$ cat config.mk
export PLATFORM = sky130hd
export DESIGN_NAME = iss_sample_sequencer
export DESIGN_NICKNAME = d
export VERILOG_FILES = /design/src/rtl/cdu_pkg.sv /design/src/rtl/rise_detect.sv /design/src/rtl/iss_sample_sequencer.sv
export SDC_FILE = /design/constraint.sdc
export NUM_CORES = 1
export LEC_CHECK = 0
export ABC_AREA = 1
export CORE_MARGIN = 4
export CORE_UTILIZATION = 30
export DETAILED_ROUTE_END_ITERATION = 10
export PLACE_DENSITY_LB_ADDON = 0.15
export SLEW_MARGIN = 40
export SYNTH_ARGS = -nofsm -noshare
export SYNTH_HDL_FRONTEND = slang
export SYNTH_SLANG_ARGS = --single-unit
$ cat constraint.sdc
create_clock -name clk -period 3.9 [get_ports clk]
set_clock_uncertainty 0.15 [all_clocks]
set_input_delay 0.975 -clock clk [delete_from_list [all_inputs] [get_ports clk]]
set_output_delay 0.975 -clock clk [all_outputs]
set_load 0.1 [all_outputs]
$ cat src/rtl/cdu_pkg.sv
// Shared types for the CDU sample path: sequencer state encoding and resolver quadrant codes.
package cdu_pkg;

  typedef enum logic [2:0] {
    SEQ_IDLE    = 3'd0,
    SEQ_SETTLE  = 3'd1,
    SEQ_CAPTURE = 3'd2,
    SEQ_DRIVE   = 3'd3,
    SEQ_DONE    = 3'd4
  } seq_state_e;

  localparam logic [1:0] QUAD_0 = 2'd0;
  localparam logic [1:0] QUAD_1 = 2'd1;
  localparam logic [1:0] QUAD_2 = 2'd2;
  localparam logic [1:0] QUAD_3 = 2'd3;

  // Sign pair (sine, cosine) to quadrant: ++ 0, +- 1, -- 2, -+ 3.
  function automatic logic [1:0] quadOf(input logic sinPos, input logic cosPos);
    logic [1:0] q;
    case ({sinPos, cosPos})
      2'b11:   q = QUAD_0;
      2'b10:   q = QUAD_1;
      2'b00:   q = QUAD_2;
      default: q = QUAD_3;
    endcase
    return q;
  endfunction

endpackage

$ cat src/rtl/rise_detect.sv
// Registered rising-edge detector; a level already high when reset releases reads as a rise.
module rise_detect (
  input  logic clk,
  input  logic rst,
  input  logic i_level,
  output logic o_rise
);

  logic r_prev;

  always_ff @(posedge clk or posedge rst) begin
    if (rst) r_prev <= 1'b0;
    else     r_prev <= i_level;
  end

  assign o_rise = i_level & ~r_prev;

endmodule

$ cat src/rtl/iss_sample_sequencer.sv
// Per-interrogate resolver sampling: settle, capture quadrant/error sign, then issue
// rate-limited UP/DN pulses to the read counter until null, reversal or pulse budget.
module iss_sample_sequencer
  import cdu_pkg::*;
#(
  parameter int SETTLE_CYC = 4,
  parameter int MAX_PULSES = 16,
  parameter int CNT_W      = 5
) (
  input  logic             clk,
  input  logic             rst,
  input  logic             ISSIHI,
  input  logic             _51KPHI,
  input  logic             SINPOS,
  input  logic             COSPOS,
  input  logic             ERRPOS,
  input  logic             ERRNZ,
  output logic [1:0]       QUAD,
  output logic             SAMPLE_VALID,
  output logic             UP,
  output logic             DN,
  output logic             BUSY,
  output logic [CNT_W-1:0] PULSES,
  output logic             OVERRUN
);

  localparam int               SET_W       = (SETTLE_CYC > 1) ? $clog2(SETTLE_CYC) : 1;
  localparam logic [SET_W-1:0] SETTLE_LOAD = SET_W'(SETTLE_CYC - 1);
  localparam logic [CNT_W-1:0] CNT_MAX     = CNT_W'(MAX_PULSES);

  seq_state_e       r_state;
  seq_state_e       w_stateNxt;
  logic             w_issRise;
  logic             w_tickRise;
  logic             w_start;
  logic             w_capture;
  logic             w_pulse;
  logic             w_done;
  logic             w_stop;
  logic [SET_W-1:0] r_settleCnt;
  logic [CNT_W-1:0] r_pulseCnt;
  logic             r_sign;
  logic [1:0]       r_quad;
  logic             r_sampleValid;
  logic             r_up;
  logic             r_dn;
  logic [CNT_W-1:0] r_pulses;
  logic             r_overrun;

  rise_detect u_issRise (
    .clk     (clk),
    .rst     (rst),
    .i_level (ISSIHI),
    .o_rise  (w_issRise)
  );

  rise_detect u_tickRise (
    .clk     (clk),
    .rst     (rst),
    .i_level (_51KPHI),
    .o_rise  (w_tickRise)
  );

  always_ff @(posedge clk or posedge rst) begin
    if (rst) r_state <= SEQ_IDLE;
    else     r_state <= w_stateNxt;
  end

  // Budget check comes first so a saturated counter ends the run even while the error persists.
  always_comb begin
    w_stateNxt = r_state;
    w_start    = 1'b0;
    w_capture  = 1'b0;
    w_pulse    = 1'b0;
    w_done     = 1'b0;
    w_stop     = (r_pulseCnt == CNT_MAX) || !ERRNZ || (ERRPOS != r_sign);
    case (r_state)
      SEQ_IDLE: begin
        if (w_issRise) begin
          w_start    = 1'b1;
          w_stateNxt = SEQ_SETTLE;
        end
      end
      SEQ_SETTLE: begin
        if (r_settleCnt == '0) w_stateNxt = SEQ_CAPTURE;
      end
      SEQ_CAPTURE: begin
        w_capture  = 1'b1;
        w_stateNxt = SEQ_DRIVE;
      end
      SEQ_DRIVE: begin
        if (w_tickRise) begin
          if (w_stop) w_stateNxt = SEQ_DONE;
          else        w_pulse    = 1'b1;
        end
      end
      SEQ_DONE: begin
        w_done     = 1'b1;
        w_stateNxt = SEQ_IDLE;
      end
      default: w_stateNxt = SEQ_IDLE;
    endcase
  end

  always_ff @(posedge clk or posedge rst) begin
    if (rst) begin
      r_settleCnt   <= '0;
      r_pulseCnt    <= '0;
      r_sign        <= 1'b0;
      r_quad        <= QUAD_0;
      r_sampleValid <= 1'b0;
      r_up          <= 1'b0;
      r_dn          <= 1'b0;
      r_pulses      <= '0;
      r_overrun     <= 1'b0;
    end else begin
      r_sampleValid <= w_capture;
      r_up          <= w_pulse & r_sign;
      r_dn          <= w_pulse & ~r_sign;
      r_overrun     <= w_issRise & (r_state != SEQ_IDLE);
      if (w_start)
        r_settleCnt <= SETTLE_LOAD;
      else if ((r_state == SEQ_SETTLE) && (r_settleCnt != '0))
        r_settleCnt <= r_settleCnt - 1'b1;
      if (w_capture) begin
        r_quad     <= quadOf(SINPOS, COSPOS);
        r_sign     <= ERRPOS;
        r_pulseCnt <= '0;
      end else if (w_pulse) begin
        r_pulseCnt <= r_pulseCnt + 1'b1;
      end
      if (w_done) r_pulses <= r_pulseCnt;
    end
  end

  assign QUAD         = r_quad;
  assign SAMPLE_VALID = r_sampleValid;
  assign UP           = r_up;
  assign DN           = r_dn;
  assign BUSY         = (r_state != SEQ_IDLE);
  assign PULSES       = r_pulses;
  assign OVERRUN      = r_overrun;

endmodule

Word-level counts from Yosys, hierarchy flattened --
Cells that the tools add are included.
Cells by class: multiplexer cells 17, bitwise operators 8, reductions and logical operators 12, equality and inequality tests 12, add/sub/neg operators 2
Operators by type and width (number):
- $mux W3 | 4
- $pmux W3 S4 | 1
- $mux W5 | 2
- $mux W1 | 7
- $eq A3 B2 Y1 const B | 2
- $ne A2 B2 Y1 const B | 3
- $pmux W2 S3 | 1
- $reduce_bool A2 Y1 | 3
- $add A5 B1 Y5 const B | 1
- $and A1 B1 Y1 | 5
- $eq A5 B5 Y1 const B | 1
- $eq A2 B2 Y1 const B | 2
- $logic_not A2 Y1 | 2
- $mux W2 | 2
- $reduce_and A4 Y1 | 1
- $eq A3 B1 Y1 const B | 1
- $eq A3 B3 Y1 const B | 1
- $logic_not A3 Y1 | 1
- $not A1 Y1 | 3
- $reduce_bool A3 Y1 | 1
- $logic_or A1 B1 Y1 | 2
- $ne A2 B1 Y1 const B | 1
- $sub A2 B1 Y2 const B | 1
- $logic_and A1 B1 Y1 | 1
- other kinds (2) | 2
Storage, ports and cells: logic and storage cells 63, input bits 8, output and inout bits 12, bits in registers 24

Longest topological paths before layout --
depth in word-level cells 8, mapped depth 10

Cells and area by module --
A second synthesis with hierarchy kept.
Second synthesis, totals: cells, all modules 140, area total of the unflattened synthesis 1173.6 sq um
By module, submodules not included:
- iss_sample_sequencer | times used 1, area each 1096.1 sq um, cells each 132
- rise_detect | times used 2, area each 38.8 sq um, cells each 4

Least setup slack after synthesis --
No wires, ideal clock.
path kind flip-flop to output port, from reg r_state[2], to out BUSY, required time 2775 ps, path slack 1860 ps, buffers on the path 0, stages on the path, launching flop included 3, data arrival time 915 ps, cells stage by stage dfrtp_1 nor2_2 nand2_2
Between the ends: cells in the longest elaborated chain, start to end 1
Ends and longest elaborated chain:
- start, declared | RTL line iss_sample_sequencer.sv:31 | seq_state_e r_state;
- start signal, assigned | RTL line iss_sample_sequencer.sv:66 | else r_state <= w_stateNxt;
- $reduce_bool A3 Y1 | RTL line iss_sample_sequencer.sv:140 | assign BUSY = (r_state != SEQ_IDLE);
- end, declared | RTL line iss_sample_sequencer.sv:22 | output logic BUSY,
No other way between the ends.

Worst setup path in the final report --
Same ends and word-level chain as after synthesis.

==> flow_summary.ini <==
[status]
outcome = complete, no violations

[synth]
synth_area_leader_cell = dfrtp_1
synth.area.top_cells = dfrtp_1 (50%), nand2_1 (9.3%), inv_1 (5.9%), nand3_1 (5.4%), ha_1 (5.2%)
ys_warn_count = 0
synth_area_um2 = 1210
syn_avg_cell_area_um2 = 8.87
syn-num-nets = 149
synth_xor_area_share_pct = 1.45
synth_fa_ha_area_share_pct = 5.19
synth_top_family_by_area = simple AND/OR/NAND/NOR gates
ys_ff_latch = 24
synth_compound_area_share_pct = 3.94
yosys.area_share.simple_pct = 30.3
synth_cell_types = 24
muxShareOfSynthArea_pct = 0.934
synth_top_area_share_pct = 49.8
synthCells = 136
yosysSeqAreaShare_pct = 49.8

[place]
dpl_worst_slack_ps = 1410
placed_cells = 201
portBuffers = 19
dp_hpwl_um = 1790
gp_congestion = 0.749

[route]
wl_um = 2250
drt-initial-drc-count = 39
final_antenna_net_count = 0
wl_per_cell_um = 11.0
first_pass_iters = 4
drc = 0
vias = 917
via_per_inst = 4.50

[worst_setup_path]
startpoint_type = register
cp_slowest_stage_delay_ps = 440
cp_max_fo = 4
crit_family = flip-flops
critPathBufInv = 1
endpoint_kind = primary output
worstPathRequired_ps = 2770
cpMaxStageDelayCell = dfrtp_1
worstPathArrival_ps = 1210
critPathKind = register to primary output
path_cells = nor2_2 > nand2_2 > buf_4

[global_routing]
grt_pass1_wl_um = 4060
grt_pass1_vias = 935
grt_usage_pct = 9.82
grt_max_degree = 25
antenna_found_initial = 0
grt_overflow = 0

[timing]
finalCritPeriodShare_pct = 59.8
final_max_slew_viol_count = 0
setup_viol = 0
setup_tns_ps = 0
rsz0062_at_grt = false
hold_violations = 0
period_minus_slack_ps = 2330
finalWorstSetupSlack_ps = 1570
fmax_mhz = 429
max_slew_margin_pct = 67.0
tightest_slew_ps = 495

[floorplan]
ios = 20
placementRows = 22
core_area_um2 = 3770
fp.dieH_um = 71.4
die_area_um2 = 5100
initial_utilization_pct = 32.0
die_x_um = 71.4

[power_and_ir_drop]
total_power_mw = 1.02
powerDensity_nw_per_um2 = 718
ir_drop_mv = 0.478
leakagePower_nw = 0.785

[clocking]
cts_tree = done
cts_resized = 0
ctsHoldBuffers = 0
clk_pin_slew_ps = 80
cts_buffers = 3
clock_sinks = 24
cts_setup_buffers = 0
htree_num_levels = 1
cts_root_buf = clkbuf_8
worst_skew_pair.late_latency_ps = 260
clock_path_buffers = 2

[final_layout]
final_cell_mix = nand2_1 (30), dfrtp_1 (24), inv_1 (18)
final_util_pct = 37.7
layout_commonest_cell = nand2_1
area_delta_synth_final_pct = 17.8
layoutNonFillerInstCount = 204
n_fill_cell = 400
final_nets = 171
drive_gt1_share_pct = 19.9
diodes = 0

[min_path]
min_path_type = register to register

[run]
maxCapViolations = 0
==> worst paths after layout <==
| check | slack (ps) | end | startpoint | depth (start not counted) |
|---|---|---|---|---|
| max | 1570 | BUSY | r_state[2] | 3 |
| min | 300 | OVERRUN | u_issRise.r_prev | 1 |
| max reg2reg | 2270 | r_pulseCnt[1] | r_pulseCnt[0] | 10 |
| min reg2reg | 300 | OVERRUN | u_issRise.r_prev | 1 |
| max in group asynchronous | 2360 | SAMPLE_VALID | rst | 2 |
| min in group asynchronous | 910 | PULSES[4] | rst | 2 |
==> cells in the mapped netlist <==
master    count
buf_6         1
inv_2         3
nor2_8        1
nand2_1      30
nor2_4        1
o21ai_0       5
dfrtp_1      24
nand3_1      13
nand3_2       2
xor2_1        2
nand3_4       1
ha_1          5
buf_4         1
nor2_1       11
o21ai_1       2
a21oi_1       1
mux2_2        1
nand2_2       2
nand2_4       1
inv_1        19
nor2_2        3
nand4_1       4
o211ai_1      1
nor3_1        2
==> per-stage QoR <==
step           area [um^2]  hold slack, ps
2_1_floorplan         1210             259
3_3_place_gp          1440             272
3_5_place_dp          1380             293
4_1_cts               1420             305
5_1_grt               1420             323
6_report              1420             302
==> worst reg2reg max path: stages, from the launching register on <==
cell and delay (ps):
dfrtp_1 410, inv_1 100, ha_1 210, nand2_1 70
inv_1 50, nand2_1 60, nand2_2 80, nor2_8 150
nand2_4 100, nand3_1 80, nand2_1 70
==> per-layer routing <==
| layer | up-vias | share of wire, % | track usage, % |
|---|---|---|---|
| met5 | - | 0 | 0 |
| met4 | 0 | 0.89 | 3.76 |
| met3 | 2 | 3.5 | 2.10 |
| met2 | 10 | 52 | 16.8 |
| met1 | 433 | 44 | 12.0 |
| li1 | 472 | - | - |
==> logic make-up after synthesis <==
kind of cell / after synthesis
simple gates: 71
buf+inv: 24
flops: 24
compound gates: 9
fa+ha+maj: 5
xor+xnor: 2
mux: 1
==> power breakdown <==
group          leakage [nW]  switching [mW]  total (mW)  internal, mW
logic                 0.448           0.400       0.522         0.121
registers             0.315          0.0480       0.357         0.309
clock network        0.0216          0.0736       0.143        0.0689
==> flip-flops by register name (all words and copies together) (netlist names) <==
register / flops
OVERRUN: 1
DN: 1
r_sign: 1
PULSES: 5
SAMPLE_VALID: 1
r_state: 3
u_issRise.r_prev: 1
UP: 1
r_pulseCnt: 5
QUAD: 2
r_settleCnt: 2
u_tickRise.r_prev: 1
==> area by class of cell <==
class                           instances  area (um^2)  area share [%]
Inverter                               22         82.6            5.81
Clock buffer                            3         41.3            2.90
Timing Repair Buffer                   19          133            9.33
Sequential cell                        24          601            42.3
Tap cell                               48         60.1            4.23
Multi-Input combinational cell         88          504            35.5
Note: power is estimated with default switching activity, not from simulation.
